`src/rtl/instr_pkg.sv`:
```
// instr_pkg: shared encoding definitions for the instruction encoder and the control unit.
//   - OP_*  : 6-bit opcodes placed in word bits [31:26]
//   - MN_*  : 4-bit mnemonic codes accepted on the descriptor interface
//   - fmt_e : word layout selected by a mnemonic
//   - mnem_fmt / mnem_opcode : mnemonic decode helpers
package instr_pkg;

  // Opcodes, shared with the control unit decoder.
  localparam logic [5:0] OP_ADD  = 6'b000000;
  localparam logic [5:0] OP_ADDI = 6'b001000;
  localparam logic [5:0] OP_ADDU = 6'b000001;
  localparam logic [5:0] OP_SUB  = 6'b000010;
  localparam logic [5:0] OP_SUBU = 6'b000011;
  localparam logic [5:0] OP_SLL  = 6'b000100;
  localparam logic [5:0] OP_SRL  = 6'b000101;
  localparam logic [5:0] OP_NOR  = 6'b000110;
  localparam logic [5:0] OP_AND  = 6'b000111;
  localparam logic [5:0] OP_OR   = 6'b001001;
  localparam logic [5:0] OP_ORI  = 6'b001010;
  localparam logic [5:0] OP_XOR  = 6'b001011;
  localparam logic [5:0] OP_LW   = 6'b100011;
  localparam logic [5:0] OP_SW   = 6'b101011;

  // Mnemonic codes on the descriptor interface.
  localparam logic [3:0] MN_ADD  = 4'd0;
  localparam logic [3:0] MN_ADDI = 4'd1;
  localparam logic [3:0] MN_ADDU = 4'd2;
  localparam logic [3:0] MN_SUB  = 4'd3;
  localparam logic [3:0] MN_SUBU = 4'd4;
  localparam logic [3:0] MN_SLL  = 4'd5;
  localparam logic [3:0] MN_SRL  = 4'd6;
  localparam logic [3:0] MN_NOR  = 4'd7;
  localparam logic [3:0] MN_AND  = 4'd8;
  localparam logic [3:0] MN_ANDI = 4'd9;   // illegal: its opcode would collide with ADDI
  localparam logic [3:0] MN_OR   = 4'd10;
  localparam logic [3:0] MN_ORI  = 4'd11;
  localparam logic [3:0] MN_XOR  = 4'd12;
  localparam logic [3:0] MN_LW   = 4'd13;
  localparam logic [3:0] MN_SW   = 4'd14;
  localparam logic [3:0] MN_RSVD = 4'd15;  // illegal

  typedef enum logic [1:0] {FMT_R, FMT_S, FMT_I, FMT_BAD} fmt_e;

  function automatic fmt_e mnem_fmt(input logic [3:0] mnem);
    fmt_e fmt;
    case (mnem)
      MN_ADD, MN_ADDU, MN_NOR, MN_AND, MN_OR, MN_XOR:   fmt = FMT_R;
      MN_SLL, MN_SRL:                                   fmt = FMT_S;
      MN_ADDI, MN_SUB, MN_SUBU, MN_ORI, MN_LW, MN_SW:   fmt = FMT_I;
      default:                                          fmt = FMT_BAD;
    endcase
    return fmt;
  endfunction

  function automatic logic [5:0] mnem_opcode(input logic [3:0] mnem);
    logic [5:0] opc;
    case (mnem)
      MN_ADD:  opc = OP_ADD;
      MN_ADDI: opc = OP_ADDI;
      MN_ADDU: opc = OP_ADDU;
      MN_SUB:  opc = OP_SUB;
      MN_SUBU: opc = OP_SUBU;
      MN_SLL:  opc = OP_SLL;
      MN_SRL:  opc = OP_SRL;
      MN_NOR:  opc = OP_NOR;
      MN_AND:  opc = OP_AND;
      MN_OR:   opc = OP_OR;
      MN_ORI:  opc = OP_ORI;
      MN_XOR:  opc = OP_XOR;
      MN_LW:   opc = OP_LW;
      MN_SW:   opc = OP_SW;
      default: opc = 6'b000000;
    endcase
    return opc;
  endfunction

endpackage

```
`src/rtl/instr_field_packer.sv`:
```
// instr_field_packer: combinational packing of one instruction descriptor into a 32-bit word.
// Ports:
//   mnem_i            mnemonic code
//   rs_i, rt_i, rd_i  register fields
//   shamt_i           shift amount
//   imm_i             16-bit immediate
//   word_o            packed instruction word (0 when illegal)
//   illegal_o         mnemonic has no encoding
module instr_field_packer
  import instr_pkg::*;
(
  input  logic [3:0]  mnem_i,
  input  logic [4:0]  rs_i,
  input  logic [4:0]  rt_i,
  input  logic [4:0]  rd_i,
  input  logic [4:0]  shamt_i,
  input  logic [15:0] imm_i,
  output logic [31:0] word_o,
  output logic        illegal_o
);

  fmt_e       fmt;
  logic [5:0] opc;

  always_comb begin
    fmt       = mnem_fmt(mnem_i);
    opc       = mnem_opcode(mnem_i);
    word_o    = 32'h0;
    illegal_o = 1'b0;
    // Fields unused by the selected layout are dropped, never leaked into the word.
    unique case (fmt)
      FMT_R:   word_o = {opc, rs_i, rt_i, rd_i, 11'b0};
      FMT_S:   word_o = {opc, rs_i, 5'b0, rd_i, shamt_i, 6'b0};
      FMT_I:   word_o = {opc, rs_i, rt_i, imm_i};
      default: illegal_o = 1'b1;
    endcase
  end

endmodule

```
`src/rtl/instr_encoder.sv`:
```
// instr_encoder: accepts instruction descriptors over valid/ready, packs each into a 32-bit
// word and writes the words sequentially into instruction memory.
// Ports:
//   clk, reset (sync, active-low)   clock and reset
//   start                           clear write address, enter RUN
//   in_valid / in_ready             descriptor handshake
//   in_mnem, in_rs, in_rt, in_rd,
//   in_shamt, in_imm, in_last       descriptor fields
//   imem_we, imem_addr, imem_wdata  registered memory write port (1-cycle latency)
//   count                           words written since start
//   done, full                      status levels
//   err                             one-cycle pulse on an illegal mnemonic
module instr_encoder
  import instr_pkg::*;
#(
  parameter int unsigned ADDR_W = 8
) (
  input  logic              clk,
  input  logic              reset,
  input  logic              start,
  input  logic              in_valid,
  output logic              in_ready,
  input  logic [3:0]        in_mnem,
  input  logic [4:0]        in_rs,
  input  logic [4:0]        in_rt,
  input  logic [4:0]        in_rd,
  input  logic [4:0]        in_shamt,
  input  logic [15:0]       in_imm,
  input  logic              in_last,
  output logic              imem_we,
  output logic [ADDR_W-1:0] imem_addr,
  output logic [31:0]       imem_wdata,
  output logic [ADDR_W:0]   count,
  output logic              done,
  output logic              full,
  output logic              err
);

  localparam logic [1:0] StIdle = 2'd0;
  localparam logic [1:0] StRun  = 2'd1;
  localparam logic [1:0] StDone = 2'd2;

  // count value equal to DEPTH = 2**ADDR_W
  localparam logic [ADDR_W:0] CountFull = {1'b1, {ADDR_W{1'b0}}};

  logic [1:0]        state_q, state_d;
  logic [ADDR_W:0]   count_q, count_d;
  logic              we_q, we_d;
  logic [ADDR_W-1:0] addr_q, addr_d;
  logic [31:0]       wdata_q, wdata_d;
  logic              err_q, err_d;

  logic [31:0] word;
  logic        illegal;
  logic        accept;

  instr_field_packer u_packer (
    .mnem_i    (in_mnem),
    .rs_i      (in_rs),
    .rt_i      (in_rt),
    .rd_i      (in_rd),
    .shamt_i   (in_shamt),
    .imm_i     (in_imm),
    .word_o    (word),
    .illegal_o (illegal)
  );

  always_comb begin
    // A beat offered alongside start is never taken.
    in_ready = (state_q == StRun) && !start;
    accept   = in_valid && in_ready;

    state_d = state_q;
    count_d = count_q;
    we_d    = 1'b0;
    addr_d  = addr_q;
    wdata_d = wdata_q;
    err_d   = 1'b0;

    if (start) begin
      state_d = StRun;
      count_d = '0;
    end else if (accept) begin
      if (illegal) begin
        // Illegal beat is consumed but leaves count and memory untouched.
        err_d = 1'b1;
        if (in_last) begin
          state_d = StDone;
        end
      end else begin
        we_d    = 1'b1;
        addr_d  = count_q[ADDR_W-1:0];
        wdata_d = word;
        count_d = count_q + 1'b1;
        // Stop at capacity so the address never wraps.
        if (in_last || (count_d == CountFull)) begin
          state_d = StDone;
        end
      end
    end
  end

  always_ff @(posedge clk) begin
    if (!reset) begin
      state_q <= StIdle;
      count_q <= '0;
      we_q    <= 1'b0;
      addr_q  <= '0;
      wdata_q <= 32'h0;
      err_q   <= 1'b0;
    end else begin
      state_q <= state_d;
      count_q <= count_d;
      we_q    <= we_d;
      addr_q  <= addr_d;
      wdata_q <= wdata_d;
      err_q   <= err_d;
    end
  end

  always_comb begin
    imem_we    = we_q;
    imem_addr  = addr_q;
    imem_wdata = wdata_q;
    count      = count_q;
    done       = (state_q == StDone);
    full       = (count_q == CountFull);
    err        = err_q;
  end

endmodule

```
`config.mk`:
```
export PLATFORM = sky130hd
export DESIGN_NAME = instr_encoder
export DESIGN_NICKNAME = d
export VERILOG_FILES = /design/src/rtl/instr_pkg.sv /design/src/rtl/instr_field_packer.sv /design/src/rtl/instr_encoder.sv
export SDC_FILE = /design/constraint.sdc
export NUM_CORES = 1
export LEC_CHECK = 0
export ABC_AREA = 1
export CAP_MARGIN = 20
export CORE_UTILIZATION = 46
export DETAILED_ROUTE_END_ITERATION = 8
export PLACE_DENSITY = 0.85
export SLEW_MARGIN = 30
export SYNTH_ARGS = -nofsm -noshare
export SYNTH_HDL_FRONTEND = slang
export SYNTH_SLANG_ARGS = --single-unit
```
`constraint.sdc`:
```
create_clock -name clk -period 2.35 [get_ports clk]
set_input_delay 0.235 -clock clk [delete_from_list [all_inputs] [get_ports clk]]
set_output_delay 0.235 -clock clk [all_outputs]
set_load 0.05 [all_outputs]
```
==> summary by stage, run 1 <==
Status
The flow ran to the end, and the final reports show no timing, DRC or antenna violations.

Floorplanning
From bottom edge to top edge, the die measures 74.9 µm. The I/O pin count is around 100. The area of the die is 0.00562 mm². The region available for standard cell placement spans 0.00511 mm². The die span in x is between 70 and 80 µm.

The initial utilization of the core area, before any placement, comes to 47.9%. The cell row count is 26.

Placed design
At the end of routability-driven placement, the weighted congestion stood at between 0.8 and 0.9. The half-perimeter wire length after detailed placement is approximately 4800 µm. The quantity of I/O buffers inserted on ports is 97.

The post-place setup slack is about 0.086 ns.

Yosys
During synthesis, Yosys emitted a total of 0 warnings. The post-synthesis register bit count is 52. Counting every instance in the synthesized netlist gives approximately 330. Synthesis produced a netlist with a net count of 378. After synthesis, the mean cell area works out to around 7.5 µm². The portion of the post-synthesis area used by sequential elements is between 40 and 50%. The combined area of all synthesized cells is roughly 0.0024 mm². Yosys mapped the design onto 34 distinct sky130hd cell types.

Routing
The aggregate routed wire length is 6560 µm. The length of the first detailed-routing pass in iterations is 4. The vias per cell is ~5.

After detailed routing, the average wire length per cell comes to approximately 13 µm. In this run the remaining antenna-violating nets after routing total 0. The starting DRC count in detailed routing is ~220. The overall via count from detail_route is 2467. After detailed routing, the number of remaining DRC violations is 0.

Worst setup path
The endpoint type of the worst setup path is an output port. The setup check on the worst reg-to-reg path leaves a slack of 0.61 ns. The worst path buffer plus inverter count is 2. Along the worst path, the maximum fanout reaches 6.

Walking the worst path, the cells encountered are inv_1 > ha_1 > nand2_1 > nor4_2 > dlygate4sd2_1. The depth of the worst register-to-register path is 12. The worst setup path category is flip-flop to output port. The largest single stage delay on the critical path is between 0.5 and 0.6 ns. The cell family contributing the most delay on the critical path is buffers and inverters. The worst register-to-register path ends at state_q[0].

The critical path depth is 5. The capturing element of the worst setup path is full. The kind of start point of the critical path is a flip-flop. The start point of the critical path is count[0].

The critical-path cell with the highest stage delay is sky130_fd_sc_hd__dlygate4sd2_1. Data arrives at the worst endpoint at between 1.5 and 2 ns. Data on the critical path is required at its endpoint by approximately 2.1 ns. The startpoint of the worst-slack reg-to-reg timing path is count[0].

Clock tree
The total number of clock tree sinks is 52. For this design, the CTS-stage hold fixing added 0 buffers. TritonCTS built the clock tree. The later pin in the worst-skew pair is clocked with a latency of roughly 0.31 ns. The clock tree root buffer cell is sky130_fd_sc_hd__clkbuf_8. The clock tree synthesis step divided the H-tree into 2 levels. The number of buffers on the longest clock path is 2. The number of setup buffers added after CTS is 0. Clock-pin slew was measured on the worst setup and hold paths at roughly 0.10 ns. Clock tree synthesis inserted a total of 5 buffers.

Global route
The maximum number of pins on one net before global-route repair is 27. The met3 global-route usage is roughly 6.2%. The wire length of the first global-routing pass is 10400 µm. The global-route total usage across every layer is 24.2%. The via count of the first global-routing pass is approximately 2.2k.

The initial antenna violation count is 0. The layer flagged by global routing as most heavily used is met2. After global routing the overflow that remains totals 0. Global routing consumed, on the met1 layer, a little under a third of the routing resources.

For this run, global-route usage on met2 was measured as between 40% and 50%.

Timing
The max-slew violation total from the final report is 0. The count of endpoints failing setup in the final report is 0. The clock skew is about 0.008 ns.

Setup repair after global routing left no endpoint under its margin. Measured against its own limit, the worst slew margin works out to between 60% and 70%. The final number of hold-violating endpoints is 0. Setup slack on the critical path of the routed design comes to ~0.24 ns. Adding up every negative setup slack in the final design gives 0 ns.

The post-route fraction of the period consumed by the critical path is about nine tenths. The final critical path time including I/O delays and setup is between 2 and 2.5 ns. At the pin with the least slew margin, the transition time is 0.557 ns. Derived from the worst setup path, the maximum achievable clock frequency is roughly 0.47 GHz.

Finish
The library cell used most frequently in the layout, excluding fill and tap cells, is sky130_fd_sc_hd__clkdlybuf4s50_1. The repair_antennas step left the layout with diodes totalling 0. In the layout the commonest cells are sky130_fd_sc_hd__clkdlybuf4s50_1, sky130_fd_sc_hd__nand2_1, sky130_fd_sc_hd__dfxtp_1, sky130_fd_sc_hd__a21oi_1, sky130_fd_sc_hd__nor2_1.

The final layout contains approximately 480 nets. The area overhead of the layout relative to synthesis is 47.1%. The filler cells instantiated in the layout total about 420. The post-route netlist has under 10% of its cells at a drive strength greater than 1.

Power and ir drop
The maximum vdd ir drop is roughly 0.00035 V. Power spread over the standard cell area amounts to about 540 mW/mm². Summed over all cells, the static leakage comes to 1.41 nW. The post-route total power is 0.00194 W.

Hold path
The path type of the worst min-delay path is flip-flop to flip-flop.

Job
The total of max-cap violations is 0.
## where the power goes
group	internal, W	total (W)	switching, W
logic	0.000166	0.000402	0.000235
registers	0.000909	0.000928	0.0000187
clock network	0.000316	0.000610	0.000293
## flip-flops by register name, summed over array words and instances, names as in the netlist
register	flops
imem_wdata	31
count	9
imem_addr	8
state_q	2
err	1
imem_we	1
## worst min path at each step
stage | startpoint | endpoint | depth (start not counted)
finish | imem_wdata[20] | imem_wdata[20] | 2
global route | imem_wdata[0] | imem_wdata[0] | 2
floorplan | reset | imem_wdata[27] | 2
CTS | imem_wdata[20] | imem_wdata[20] | 2
global placement | imem_wdata[20] | imem_wdata[20] | 2
detailed placement | imem_wdata[20] | imem_wdata[20] | 2
## repair_timing
| item | in CTS | in global routing |
|---|---|---|
| setup endpoints to repair | 1 | 0 |
| gates resized for setup | 1 | 0 |
| hold endpoints to repair | 0 | 0 |
## logic make-up after synthesis
family          after synthesis  synth area share, %
buf+inv                      45                 9.30
flops                        52                 42.5
fa+ha+maj                     8                 4.09
simple gates                128                 23.2
other cells                   1                0.153
compound gates               91                 20.7
## per-stage QoR
step | cell area, µm² | util, % | hold slack (ns) | std cells
floorplan | 2450 | - | 0.373 | 325
global placement | 3490 | 68.4 | 0.450 | 486
detailed placement | 3490 | 68.4 | 0.456 | 486
CTS | 3600 | 70.5 | 0.470 | 494
global route | 3600 | 70.5 | 0.492 | 494
finish | 3600 | 70.5 | 0.469 | 494
## worst min-delay path, stage by stage, from the launching register on
cell	delay, ns
sky130_fd_sc_hd__dfxtp_1	0.32
sky130_fd_sc_hd__nand2_1	0.06
sky130_fd_sc_hd__a21oi_1	0.05
## Yosys cell counts, drive strengths merged
| master | number | area, µm² |
|---|---|---|
| nor4 | 1 | 6.26 |
| nor3 | 5 | 30.0 |
| buf | 11 | 98.8 |
| conb | 1 | 3.75 |
| o21ai | 36 | 180 |
| o21bai | 1 | 7.51 |
| a311oi | 3 | 38.8 |
| o21a | 1 | 7.51 |
| nand4 | 1 | 6.26 |
| nand3b | 1 | 7.51 |
| inv | 27 | 101 |
| nand3 | 17 | 85.1 |
| clkinv | 1 | 3.75 |
| o22ai | 1 | 6.26 |
| ha | 8 | 100 |
| a31oi | 6 | 37.5 |
| a21oi | 42 | 221 |
| dfxtp | 52 | 1040 |
| clkbuf | 6 | 23.8 |
| nor2 | 37 | 163 |
| o211ai | 1 | 7.51 |
| nand2 | 66 | 270 |
## layer usage
layer	vias to the layer above	part of all wire, %
li1	1269	-
met1	1098	43
met2	90	49
met3	10	6.7
met4	0	1.1
met5	-	0
## final cells by class
class	instances	area (µm²)	share of cell area [%]
clock buffers	6	72.6	2.02
clock inverters	2	35.0	0.973
inverters	28	105	2.92
multi-input cells	228	1180	32.9
flip-flops and latches	52	1040	28.9
well taps	70	87.6	2.43
repair buffers	108	1070	29.8
Note: power is estimated with default switching activity, not from simulation.
==> run 2, diff against run 1 <==
SLEW_MARGIN = default   (was 30)
==> results of run 2 <==
No change in the layout: final DEF, timing and power equal those of run 1.
==> RTL change 1, RTL diff (config.mk and constraints of run 1) <==
Take the reset off `wdata_q` and load it in a clocked block of its own.
--- a/src/rtl/instr_encoder.sv
+++ b/src/rtl/instr_encoder.sv
@@ -106,16 +106,18 @@
       count_q <= '0;
       we_q    <= 1'b0;
       addr_q  <= '0;
-      wdata_q <= 32'h0;
       err_q   <= 1'b0;
     end else begin
       state_q <= state_d;
       count_q <= count_d;
       we_q    <= we_d;
       addr_q  <= addr_d;
-      wdata_q <= wdata_d;
       err_q   <= err_d;
     end
+  end
+
+  always_ff @(posedge clk) begin
+    wdata_q <= wdata_d;
   end
 
   always_comb begin
Check against the original RTL: differs if reset is asserted again (counterexample within 4 cycles, from zero or initial values and one cycle with reset low); with reset held inactive, the same outputs for 4 cycles.
==> RTL change 1 against run 1 <==
Combinational power decreased by 3%; area after synthesis increased by 5.3%; first-iteration DRC count decreased by 44%; power decreased by 0.65%; non-clock buffer count decreased by 1; worst setup slack improved by 0.12 ns; worst hold slack improved by 0.018 ns; sequential power increased by 9%; routed wire length decreased by 5.7%; highest routed layer unchanged; final area increased by 4.6%; sequential cell count unchanged; synthesized cell count decreased by 13%; cell count decreased by 7.1%.
==> RTL change 1: results (changes against run 1) <==
Outcome
  – Run status: finished clean

Hold path
  – Hold Startpoint: state_q[0]
  – Hold Crit Class: flop to flop
  – Hold Path End: state_q[0]

Power and ir drop
  – Peak supply drop: 0.000245 V (-30%)
  – Seq power: 0.00101 W (+9%)
  – Clock network power share: 27.3% (-4.1 points)
  – Seq pwr share: 52.4% (+4.6 points)
  – P_int: 0.00140 W (+0.87%)
  – Pleak: 1.59 nW (+13%)

Layout
  – Filler instances: 431 (+3.9%)
  – Nets@finish: 441 (-7.4%)
  – Utilization after layout: 71.9% (+1.4 points)
  – Final Non-Filler Cells: 459 (-7.1%)
  – Share of layout cells above drive strength 1: 12.1% (+3.1 points)

Clock tree
  – CTS resizes: 0 (-1)
  – CTS max path bufs: 2 (unchanged)
  – Root buf cell: clkbuf_8
  – TritonCTS buffer count: 5 (unchanged)

Global route
  – First-pass GRT wire length: 10000 um (-3.5%)
  – Vias in the first global route: 2117 (-5.1%)
  – Largest net degree at the start of global routing: 32 (+19%)
  – Global Route Usage Sum: 21.4% (-2.8 points)

Critical path
  – Critical path's largest stage delay: 0.48 ns (-0.08 ns)
  – WP data arrival: 2.19 ns (+0.31 ns)
  – Worst-path maximum fanout: 31 (+25)
  – Worst Reg-to-Reg Cells: 11 (-1)
  – Worst R2R Setup Slack: 0.64 ns (+0.03 ns)
  – CP max-delay cell: clkdlybuf4s50_1

Yosys
  – Yosys cell types: 38 (+12%)
  – Area contributors post-synth: edfxtp_1 36%, dfxtp_1 16%, inv_1 7.9%, nor2_1 5.2%, nand2_1 5.1%
  – Post-Syn Area per Cell: 9.11 um2 (+21%)
  – Syn_nets: 336 (-11%)
  – Sequential-to-total area share from yosys stat: 52.4% (+9.9 points)
  – Number of synthesized flops with an enable pin: 31 (+31)
  – Commonest cells post-synth: 54 x inv_1, 36 x nor2_1, 35 x nand2_1
  – Ys flop type: edfxtp_1

Timing
  – Slew @ Worst Pin: 0.555 ns (-0.00131 ns)
  – Worst Clk Skew: 0.00609 ns (-0.00193 ns)
  – Hold WS: 0.487 ns (+0.0182 ns)

Route
  – Final WL: 6180 um (-5.7%)
  – First-pass DRT Iterations: 4 (unchanged)
  – Initial DRC count: 124 (-44%)
  – Vias: 2257 (-8.5%)

Placed design
  – Placed cells: 451 (-7.2%)
  – Pre-CTS WS: 0.0145 ns (-0.0715 ns)
  – Port Buf Inserts: 97 (unchanged)
  – DP Wirelength: 4720 um (-2.0%)
  – Area of placed instances: 3670 um2 (+4.9%)
  – GP Congestion: 0.880 (-0.44%)
RTL change 1: cell count changes after synthesis, moves of 12 or more:
cell | before | now
dfxtp_1 | 52 | 21
edfxtp_1 | 0 | 31
a21oi_1 | 39 | 9
inv_1 | 24 | 54
nand2_1 | 61 | 35
o21ai_0 | 26 | 14
RTL change 1: worst max path at each step:
| stage | start | to | slack (ns) | cells past startpoint |
|---|---|---|---|---|
| 6_report | in_mnem[0] | count[1] | 0.36 | 12 |
| 5_1_grt | in_mnem[2] | count[1] | 0.24 | 11 |
| 4_1_cts | count[1] | full | 0.02 | 5 |
| 3_5_place_dp | in_mnem[0] | count[1] | 0.01 | 12 |
| 3_3_place_gp | in_mnem[0] | count[3] | 0.10 | 12 |
| 2_1_floorplan | state_q[0] | imem_wdata[0] | 0.13 | 6 |
RTL change 1: final cells by class:
| type | count | area share [%] |
|---|---|---|
| timing repair buffer | 107 | 28.4 |
| clock inverter | 2 | 0.366 |
| sequential | 52 | 35.9 |
| clock buffer | 6 | 2.19 |
| inverter | 58 | 5.92 |
| tap | 70 | 2.33 |
| multi-input combinational | 164 | 24.9 |
RTL change 1: metal layers:
layer / vias to the layer above / GRT usage [%] / routed length, um
met5: - / 0 / 0
met4: 0 / 7.31 / 126
met3: 13 / 3.57 / 336
met2: 92 / 37.5 / 3060
met1: 1033 / 26.5 / 2660
li1: 1119 / - / -
RTL change 1: cell families (layout without fill, tap and decap cells):
| family | after synthesis | after routing | share of synthesized area [%] |
|---|---|---|---|
| adder cells (fa/ha/maj) | 8 | 8 | 3.88 |
| buffers and inverters | 67 | 173 | 11.5 |
| other | 1 | 1 | 0.145 |
| flip-flops | 52 | 52 | 52.4 |
| AO/OA/AOI/OAI | 54 | 54 | 13.2 |
| AND/OR/NAND/NOR | 101 | 101 | 18.9 |
==> RTL change 2, RTL diff (flow settings as in run 1) <==
Made on the original files. Change the parameter `ADDR_W` from 8 to 7.
--- a/src/rtl/instr_encoder.sv
+++ b/src/rtl/instr_encoder.sv
@@ -13,7 +13,7 @@
 module instr_encoder
   import instr_pkg::*;
 #(
-  parameter int unsigned ADDR_W = 8
+  parameter int unsigned ADDR_W = 7
 ) (
   input  logic              clk,
   input  logic              reset,
Interface: changed (resized count and imem_addr); port bits go from 99 to 97. No check against the original RTL was run, so the function may have changed too.
==> RTL change 2 against run 1 <==
Core utilization rose by 0.63 points; worst setup slack improved by 0.14 ns; power fell by 7.5%; sequential power fell by 4.1%; area after synthesis fell by 5.9%; sequential cell count fell by 2; final area fell by 5.5%; synthesized cell count fell by 6.5%; routed wire length fell by 11%; critical path type unchanged; largest power group unchanged.
==> RTL change 2: results (changes against run 1) <==
Route
  – Antenna viol nets, final: 0 (unchanged)
  – Final WL: 5840 um (-11%)
  – Initial DRC count: 161 (-27%)
  – Vias: 2352 (-4.7%)
  – Vias/cell: 5.03 (+0.64%)

Critical path
  – Worst-path maximum fanout: 9 (+3)
  – CP max-delay cell: clkdlybuf4s50_1
  – Critical path's largest stage delay: 0.87 ns (+0.31 ns)
  – WP data arrival: 1.73 ns (-0.15 ns)
  – Worst R2R Setup Slack: 0.69 ns (+0.08 ns)

Power and ir drop
  – Pleak: 1.34 nW (-4.6%)
  – Peak supply drop: 0.000376 V (+7.6%)

Global route
  – Vias in the first global route: 2147 (-3.8%)
  – Initial antenna violation count: 0 (unchanged)
  – Global Route Usage Sum: 22.5% (-1.7 points)
  – Largest net degree at the start of global routing: 34 (+26%)
  – First-pass GRT wire length: 9360 um (-10%)

Yosys
  – Yosys cell types: 31 (-8.8%)
  – Ys async rst share: 0% (unchanged)
  – Area contributors post-synth: dfxtp_1 43%, a21oi_1 10%, nand2_1 9.0%, nand3_1 5.2%, o21ai_0 5.2%
  – Post-Syn Instances: 304 (-6.5%)
  – Syn_nets: 357 (-5.6%)
  – Commonest cells post-synth: 55 x nand2_1, 50 x dfxtp_1, 46 x a21oi_1
  – Sequential-to-total area share from yosys stat: 43.5% (+0.92 points)

Layout
  – Share of layout cells above drive strength 1: 8.48% (-0.48 points)
  – Max reg flops: 31 (unchanged)
  – Filler instances: 393 (-5.3%)
  – Nets@finish: 453 (-4.8%)

Outcome
  – Run status: finished clean

Clock tree
  – TritonCTS clock tree: yes
  – Root buf cell: clkbuf_8
  – CTS max path bufs: 2 (unchanged)
  – Worst-skew pair later-pin latency: 0.30 ns
  – TritonCTS buffer count: 5 (unchanged)

Timing
  – Slew @ Worst Pin: 0.524 ns (-0.0323 ns)
  – Worst Clk Skew: 0.00707 ns (-0.000955 ns)
  – Hold WS: 0.467 ns (-0.00187 ns)
  – Crit share post-route: 83.8% (-6.1 points)

Placed design
  – Area of placed instances: 3310 um2 (-5.4%)
  – GP Congestion: 0.900 (+1.8%)
  – Port Buf Inserts: 95 (-2.1%)
  – DP Wirelength: 4180 um (-13%)
  – Pre-CTS WS: 0.141 ns (+0.0550 ns)
  – Placed cells: 460 (-5.3%)
## RTL change 2: cell count changes after synthesis, sizes merged, moves of 2 or more
| cell | change |
|---|---|
| a21oi | +4 |
| a311oi | -3 |
| a31oi | +3 |
| buf | +4 |
| clkbuf | -4 |
| dfxtp | -2 |
| inv | -6 |
| nand2 | -7 |
| nand3 | +7 |
| nor2 | -4 |
| nor3 | -4 |
| o21ai | -9 |
## RTL change 2: logic make-up after synthesis
group	Yosys count	share of synthesized area, %
simple gates	119	22.3
compound gates	86	19.9
flops	50	43.5
buf+inv	39	9.45
fa+ha+maj	8	4.35
xor+xnor	1	0.380
other cells	1	0.163
## RTL change 2: per-layer routing
layer	GRT usage, %	vias up	wire length (um)
li1	-	1200	-
met1	28.4	1054	2620
met2	36.8	85	2780
met3	4.42	13	311
met4	11.3	0	132
met5	0	-	0
## RTL change 2: repair_timing
item	in CTS	in global routing
gates resized for setup	0	1
setup endpoints to repair	0	1
hold buffers	0	0
## RTL change 2: path summary, 6_finish.rpt
| path | end | depth (start not counted) | from |
|---|---|---|---|
| worst min-delay path | imem_wdata[20] | 2 | imem_wdata[20] |
| worst min register to register | imem_wdata[20] | 2 | imem_wdata[20] |
| worst max-delay path | count[2] | 1 | count[2] |
| worst max register to register | state_q[1] | 9 | count[0] |
## RTL change 2: power by group
part / internal [W] / total, W / switching [W]
clock: 0.000237 / 0.000527 / 0.000289
combinational: 0.000157 / 0.000376 / 0.000220
sequential: 0.000874 / 0.000890 / 0.0000168
## RTL change 2: final cells by class
cell class                 count  area (um2)  share of cell area, %
tap                           67        83.8                   2.46
timing repair buffer         106        1050                   30.7
clock inverter                 2        12.5                  0.368
inverter                      22        87.6                   2.57
multi-input combinational    215        1090                   32.0
sequential                    50        1000                   29.4
clock buffer                   6        82.6                   2.43
